`src/rtl/can_ack_responder.sv`:
```
`default_nettype none
// +---------------------------------------------------------------------------+
// | Module  : can_ack_responder                                               |
// | Purpose : Receive-side CAN frame tracker, CRC-15 checker, ACK responder   |
// | Revision: 1.0                                                             |
// +---------------------------------------------------------------------------+
module can_ack_responder #(
    parameter int EOF_BITS  = 7,
    parameter int IDLE_BITS = 11
) (
    input  logic        clk,
    input  logic        rst,
    input  logic        sample_point,
    input  logic        tx_point,
    input  logic        rx_bit,
    input  logic        rx_stall,
    input  logic        self_tx,
    output logic        ack_tx,
    output logic        stuff_enable,
    output logic        busy,
    output logic        frame_ok,
    output logic        crc_error,
    output logic        form_error,
    output logic        ack_error,
    output logic [10:0] rx_id,
    output logic [3:0]  rx_dlc
);
    typedef enum logic [3:0] {
        ST_RECOVER      = 4'd0,
        ST_IDLE         = 4'd1,
        ST_ARB          = 4'd2,
        ST_CTRL         = 4'd3,
        ST_DATA         = 4'd4,
        ST_CRC          = 4'd5,
        ST_CRC_DEL      = 4'd6,
        ST_ACK_SLOT     = 4'd7,
        ST_ACK_DEL      = 4'd8,
        ST_EOF          = 4'd9,
        ST_INTERMISSION = 4'd10
    } state_t;

    localparam logic [14:0] CRC_POLY  = 15'h4599;
    localparam int          CNT_W     = 8;
    localparam logic [CNT_W-1:0] IDLE_LAST = CNT_W'(IDLE_BITS - 1);
    localparam logic [CNT_W-1:0] EOF_LAST  = CNT_W'(EOF_BITS - 1);

    state_t           state_q, state_d;
    logic [CNT_W-1:0] cnt_q, cnt_d;
    logic [14:0]      crc_q, crc_d;
    logic [10:0]      id_q, id_d;
    logic             rtr_q, rtr_d;
    logic [3:0]       dlc_q, dlc_d;
    logic [10:0]      rx_id_q, rx_id_d;
    logic [3:0]       rx_dlc_q, rx_dlc_d;
    logic             ack_tx_q, ack_tx_d;
    logic             ack_arm_q, ack_arm_d;
    logic             ack_rel_q, ack_rel_d;
    logic             stuff_q, stuff_d;
    logic             busy_q, busy_d;
    logic             ok_q, ok_d;
    logic             crc_err_q, crc_err_d;
    logic             form_err_q, form_err_d;
    logic             ack_err_q, ack_err_d;
    logic             start_frame, go_recover;

    logic             eff;
    logic [14:0]      crc_step;
    logic [3:0]       dlc_new;
    logic [3:0]       nbytes;
    logic [CNT_W-1:0] data_last;

    assign eff       = sample_point & ~rx_stall;
    assign crc_step  = {crc_q[13:0], 1'b0} ^ ((rx_bit ^ crc_q[14]) ? CRC_POLY : 15'd0);
    assign dlc_new   = {dlc_q[2:0], rx_bit};
    assign nbytes    = dlc_q[3] ? 4'd8 : dlc_q;
    assign data_last = {1'b0, nbytes, 3'b000} - 8'd1;

    always_comb begin
        state_d     = state_q;
        cnt_d       = cnt_q;
        crc_d       = crc_q;
        id_d        = id_q;
        rtr_d       = rtr_q;
        dlc_d       = dlc_q;
        rx_id_d     = rx_id_q;
        rx_dlc_d    = rx_dlc_q;
        ack_tx_d    = ack_tx_q;
        ack_arm_d   = ack_arm_q;
        ack_rel_d   = ack_rel_q;
        stuff_d     = stuff_q;
        ok_d        = 1'b0;
        crc_err_d   = 1'b0;
        form_err_d  = 1'b0;
        ack_err_d   = 1'b0;
        start_frame = 1'b0;
        go_recover  = 1'b0;

        // tx_point acts on the pre-edge arm/release flags only
        if (tx_point) begin
            if (ack_arm_q) begin
                ack_tx_d  = 1'b0;
                ack_arm_d = 1'b0;
            end else if (ack_rel_q) begin
                ack_tx_d  = 1'b1;
                ack_rel_d = 1'b0;
            end
        end

        if (eff) begin
            case (state_q)
                ST_RECOVER: begin
                    if (!rx_bit) begin
                        cnt_d = '0;
                    end else if (cnt_q == IDLE_LAST) begin
                        state_d = ST_IDLE;
                        cnt_d   = '0;
                    end else begin
                        cnt_d = cnt_q + 8'd1;
                    end
                end
                ST_IDLE: begin
                    if (!rx_bit) start_frame = 1'b1;
                end
                ST_ARB: begin
                    crc_d = crc_step;
                    if (cnt_q == 8'd11) begin
                        rtr_d   = rx_bit;
                        state_d = ST_CTRL;
                        cnt_d   = '0;
                    end else begin
                        id_d  = {id_q[9:0], rx_bit};
                        cnt_d = cnt_q + 8'd1;
                    end
                end
                ST_CTRL: begin
                    crc_d = crc_step;
                    cnt_d = cnt_q + 8'd1;
                    if (cnt_q == 8'd0 && rx_bit) begin
                        form_err_d = 1'b1;
                        go_recover = 1'b1;
                    end else if (cnt_q >= 8'd2) begin
                        dlc_d = dlc_new;
                        if (cnt_q == 8'd5) begin
                            state_d = (!rtr_q && dlc_new != 4'd0) ? ST_DATA : ST_CRC;
                            cnt_d   = '0;
                        end
                    end
                end
                ST_DATA: begin
                    crc_d = crc_step;
                    if (cnt_q == data_last) begin
                        state_d = ST_CRC;
                        cnt_d   = '0;
                    end else begin
                        cnt_d = cnt_q + 8'd1;
                    end
                end
                ST_CRC: begin
                    crc_d = crc_step;
                    if (cnt_q == 8'd14) begin
                        state_d = ST_CRC_DEL;
                        stuff_d = 1'b0;
                        cnt_d   = '0;
                    end else begin
                        cnt_d = cnt_q + 8'd1;
                    end
                end
                ST_CRC_DEL: begin
                    if (!rx_bit) begin
                        form_err_d = 1'b1;
                        go_recover = 1'b1;
                    end else if (crc_q != 15'd0) begin
                        crc_err_d  = 1'b1;
                        go_recover = 1'b1;
                    end else begin
                        state_d   = ST_ACK_SLOT;
                        ack_arm_d = ~self_tx;
                    end
                end
                ST_ACK_SLOT: begin
                    if (self_tx && rx_bit) begin
                        ack_err_d  = 1'b1;
                        go_recover = 1'b1;
                    end else begin
                        state_d   = ST_ACK_DEL;
                        ack_rel_d = 1'b1;
                    end
                end
                ST_ACK_DEL: begin
                    if (!rx_bit) begin
                        form_err_d = 1'b1;
                        go_recover = 1'b1;
                    end else begin
                        state_d = ST_EOF;
                        cnt_d   = '0;
                    end
                end
                ST_EOF: begin
                    if (!rx_bit) begin
                        form_err_d = 1'b1;
                        go_recover = 1'b1;
                    end else if (cnt_q == EOF_LAST) begin
                        ok_d     = 1'b1;
                        rx_id_d  = id_q;
                        rx_dlc_d = dlc_q;
                        state_d  = ST_INTERMISSION;
                        cnt_d    = '0;
                    end else begin
                        cnt_d = cnt_q + 8'd1;
                    end
                end
                ST_INTERMISSION: begin
                    // overload frames are not modelled; a dominant bit here starts a frame
                    if (!rx_bit) begin
                        start_frame = 1'b1;
                    end else if (cnt_q == 8'd2) begin
                        state_d = ST_IDLE;
                        cnt_d   = '0;
                    end else begin
                        cnt_d = cnt_q + 8'd1;
                    end
                end
                default: go_recover = 1'b1;
            endcase
        end

        // SOF is dominant, so shifting it into a cleared register leaves zero
        if (start_frame) begin
            state_d = ST_ARB;
            cnt_d   = '0;
            crc_d   = '0;
            stuff_d = 1'b1;
        end

        if (go_recover) begin
            state_d   = ST_RECOVER;
            cnt_d     = '0;
            stuff_d   = 1'b0;
            ack_tx_d  = 1'b1;
            ack_arm_d = 1'b0;
            ack_rel_d = 1'b0;
        end

        busy_d = (state_d != ST_IDLE) && (state_d != ST_RECOVER);
    end

    always_ff @(posedge clk) begin
        if (!rst) begin
            state_q    <= ST_RECOVER;
            cnt_q      <= '0;
            crc_q      <= '0;
            id_q       <= '0;
            rtr_q      <= 1'b0;
            dlc_q      <= '0;
            rx_id_q    <= '0;
            rx_dlc_q   <= '0;
            ack_tx_q   <= 1'b1;
            ack_arm_q  <= 1'b0;
            ack_rel_q  <= 1'b0;
            stuff_q    <= 1'b0;
            busy_q     <= 1'b0;
            ok_q       <= 1'b0;
            crc_err_q  <= 1'b0;
            form_err_q <= 1'b0;
            ack_err_q  <= 1'b0;
        end else begin
            state_q    <= state_d;
            cnt_q      <= cnt_d;
            crc_q      <= crc_d;
            id_q       <= id_d;
            rtr_q      <= rtr_d;
            dlc_q      <= dlc_d;
            rx_id_q    <= rx_id_d;
            rx_dlc_q   <= rx_dlc_d;
            ack_tx_q   <= ack_tx_d;
            ack_arm_q  <= ack_arm_d;
            ack_rel_q  <= ack_rel_d;
            stuff_q    <= stuff_d;
            busy_q     <= busy_d;
            ok_q       <= ok_d;
            crc_err_q  <= crc_err_d;
            form_err_q <= form_err_d;
            ack_err_q  <= ack_err_d;
        end
    end

    assign ack_tx       = ack_tx_q;
    assign stuff_enable = stuff_q;
    assign busy         = busy_q;
    assign frame_ok     = ok_q;
    assign crc_error    = crc_err_q;
    assign form_error   = form_err_q;
    assign ack_error    = ack_err_q;
    assign rx_id        = rx_id_q;
    assign rx_dlc       = rx_dlc_q;

endmodule
`default_nettype wire

```
`config.mk`:
```
export PLATFORM = sky130hd
export DESIGN_NAME = can_ack_responder
export DESIGN_NICKNAME = d
export VERILOG_FILES = /design/src/rtl/can_ack_responder.sv
export SDC_FILE = /design/constraint.sdc
export NUM_CORES = 1
export LEC_CHECK = 0
export ABC_AREA = 1
export CORE_UTILIZATION = 25
export CTS_CLUSTER_DIAMETER = 200
export DETAILED_ROUTE_END_ITERATION = 10
export GPL_ROUTABILITY_DRIVEN = 0
export PLACE_DENSITY = 0.47
export RECOVER_POWER = 100
export REMOVE_ABC_BUFFERS = 1
export SLEW_MARGIN = 20
export SYNTH_ARGS = -nofsm -noshare
export SYNTH_HDL_FRONTEND = slang
export SYNTH_SLANG_ARGS = --single-unit
export TNS_END_PERCENT = 10
```
`constraint.sdc`:
```
create_clock -name clk -period 2.45 [get_ports clk]
set_input_delay 0.49 -clock clk [delete_from_list [all_inputs] [get_ports clk]]
set_output_delay 0.49 -clock clk [all_outputs]
set_load 0.05 [all_outputs]
```
==> metrics.yaml <==
dp_hpwl_mm: 6.53
ys_warn_count: 0
cts_buffer_depth: 2
placed_area_um2: 4010
detail-route-antenna-nets: 0
clkPwrFrac: 0.495
vias_per_cell: 4.56
slew_headroom: 0.618
rows: 42
track_usage: 0.131
cpMaxStageDelayCell: "dfxtp_1"
cts_tree: "yes"
crit_chain: "inv_1 -> nand3_1 -> o21ai_1 -> o21ai_0 -> nor2_1 -> nand3_2 -> a21oi_1 -> nor2_1"
synth_cell_types: 32
hold_viol: 0
post-route-min-period_ns: 2.10
antenna_found_initial: 0
p_leak_nw: 1.88
synth.top_cell.area_share: 0.384
die_x_um: 120
ys_seq_elements: 67
postSynthCellCount: 520
seqPwrFrac: 0.423
synth.area.top_cells: "dfxtp_1, nand2_1, nor2_1"
drive_gt1_frac: 0.0698
finClkSkew_ns: 0.00649
ff2ff_path_depth: 8
first_pass_iters: 5
criticalPathCategory: "reg -> reg"
async_flop_share: 0
yosysTopAreaCell: "dfxtp_1"
cp-startpoint: "cnt_q[3]"
die_area_um2: 14400
final-max-slew-violation-count: 0
comb_power_share: 0.082
gr-total-overflow: 0
rsz0062_at_grt: "false"
cpMostUsedCell: "nor2_1"
synthFlopType: "dfxtp_1"
p_int_mw: 1.99
r2r-start: "cnt_q[3]"
holdWs_ns: 0.452
hold_class: "reg -> reg"
cts_root_buf: "clkbuf_16"
fin_area_um2: 4290
syn_to_final_growth_pct: 22.9
r2r_end: "cnt_q[0]"
cts_resized: 0
synth_edf_count: 0
finalNetCount: 566
first_iter_violations: 257
syn_avg_cell_area_um2: 6.72
yosysSeqAreaShare: 0.384
cts_made_buffers: 9
grt_pass1_vias: 3160
core_area_um2: 13500
insertion_delay_ns: 0.34
cts_setup_buffers: 0
synthTopCellsByCount: "nand2_1, nor2_1, inv_1, dfxtp_1, nand3_1"
worst_pin_slew_ns: 0.573
cts_hold_buf: 0
synth.most_common_cell: "nand2_1"
cp-end-kind: "flip-flop"
num_vias: 3352
fin_crit_sh: 0.859
wl_per_cell_um: 12.2
critPathMaxFanout: 9
fmax_mhz: 475
slowest_delay_ns: 0.42
crit_required_ns: 2.67
startpoint_type: "flip-flop"
grt_pass1_wl_mm: 15.0
p_sw_frac: 0.246
grt_max_degree: 32
antenna_cells: 0
rrSetupSlack_ns: 0.35
start_util: 0.260
clk_pin_slew_ns: 0.06
clock_sinks: 67
post-route-util: 0.319
endpoint: "cnt_q[0]"
synth_area_um2: 3490
total_power_mw: 2.64
ir_worst_vdd_v: 0.000398
drc: 0
setup_viol: 0
io_pins: 29
die_y_um: 120
htreeDepth: 3
power_density_nw_per_um2: 616
io_buffers: 28
critPathArrivalTime_ns: 2.33
status: "completed"
maxCapViolations: 0
power_switching_mw: 0.650
wirelength_mm: 8.96
==> critical path: cells and delay by family, from the launching register on <==
| family | cells | cell delay [ns] |
|---|---|---|
| buffers and inverters | 1 | 0.26 |
| flip-flops | 1 | 0.42 |
| AND/OR/NAND/NOR | 4 | 0.59 |
| AO/OA/AOI/OAI | 3 | 0.71 |
==> metrics by stage <==
step / setup slack (ns) / cells / setup TNS [ns]
floorplan: -0.114 / 503 / -1.71
global placement: 0.312 / 719 / 0
detailed placement: 0.246 / 719 / 0
CTS: 0.425 / 735 / 0
global route: 0.169 / 735 / 0
finish: 0.346 / 735 / 0
==> sequential cells by signal, summed over array words and instances (netlist names), 4 cells and up <==
name	cells
cnt_q	8
id_q	11
rx_dlc	4
dlc_q	4
rx_id	11
crc_q	15
state_q	4
==> routing by layer <==
metal,track usage,vias up,part of all wire
met5,0,-,0
met4,0.0313,0,0.0059
met3,0.0425,6,0.060
met2,0.199,94,0.43
met1,0.179,1498,0.50
li1,-,1754,-
==> how the worst min path moves through the flow <==
stage,start,endpoint,slack [ns],depth (start not counted)
2_1_floorplan,id_q[10],id_q[10],0.44,2
3_3_place_gp,rx_dlc[3],rx_dlc[3],0.45,2
3_5_place_dp,rx_id[5],rx_id[5],0.45,2
4_1_cts,rx_id[5],rx_id[5],0.46,2
5_1_grt,rx_dlc[2],rx_dlc[2],0.48,2
6_report,rx_id[5],rx_id[5],0.45,2
==> layout by cell type (no fill, tap or decap) <==
master | netlist | layout
o211a_1 | 1 | 1
a21oi_1 | 40 | 40
buf_4 | 1 | 8
dlygate4sd3_1 | 0 | 23
nor2_2 | 2 | 2
xnor2_1 | 3 | 3
nor2_4 | 4 | 4
clkbuf_8 | 0 | 1
bufinv_16 | 0 | 1
clkdlybuf4s50_1 | 0 | 5
nor3_1 | 2 | 2
inv_1 | 72 | 72
a22oi_1 | 1 | 1
clkinv_2 | 0 | 2
ha_1 | 5 | 5
nor2_1 | 80 | 80
o211ai_1 | 3 | 3
inv_2 | 3 | 3
nand3_2 | 1 | 1
o21ai_1 | 4 | 4
buf_12 | 0 | 1
nand3b_1 | 1 | 1
nand3_1 | 47 | 47
o21a_1 | 1 | 1
nand2_1 | 97 | 99
o21ai_0 | 32 | 33
clkinvlp_4 | 0 | 2
dfxtp_1 | 67 | 67
clkbuf_2 | 0 | 2
nand2_2 | 3 | 1
nand4_1 | 7 | 7
a211oi_1 | 16 | 16
xnor2_2 | 1 | 1
a21boi_0 | 1 | 1
clkbuf_16 | 0 | 9
inv_6 | 0 | 1
xor2_1 | 6 | 6
clkbuf_1 | 5 | 1
a31oi_1 | 2 | 2
==> power by group through the flow <==
stage | clock, mW | sequential (mW) | combinational (mW)
5_1_grt | 1.40 | 1.12 | 0.242
3_3_place_gp | 0 | 1.14 | 0.219
4_1_cts | 1.35 | 1.12 | 0.219
3_5_place_dp | 0 | 1.14 | 0.218
6_report | 1.31 | 1.12 | 0.217
2_1_floorplan | 0 | 1.15 | 0.134
==> layout make-up <==
type | instances | area [um2]
tap | 176 | 220
multi-input combinational | 361 | 1770
sequential | 67 | 1340
timing repair buffer | 40 | 374
fill | 1503 | 9160
clock inverter | 6 | 63.8
inverter | 75 | 282
clock buffer | 10 | 239
==> kinds of logic after synthesis <==
family / after synthesis / synth area share
buffers and inverters: 92 / 0.106
AOI/OAI and AO/OA: 102 / 0.165
DFF: 67 / 0.384
xor gates and xnor gates: 10 / 0.0272
adders and majority gates: 5 / 0.0179
and+or+nand+nor: 244 / 0.300
(Power assumes the default switching activity.)
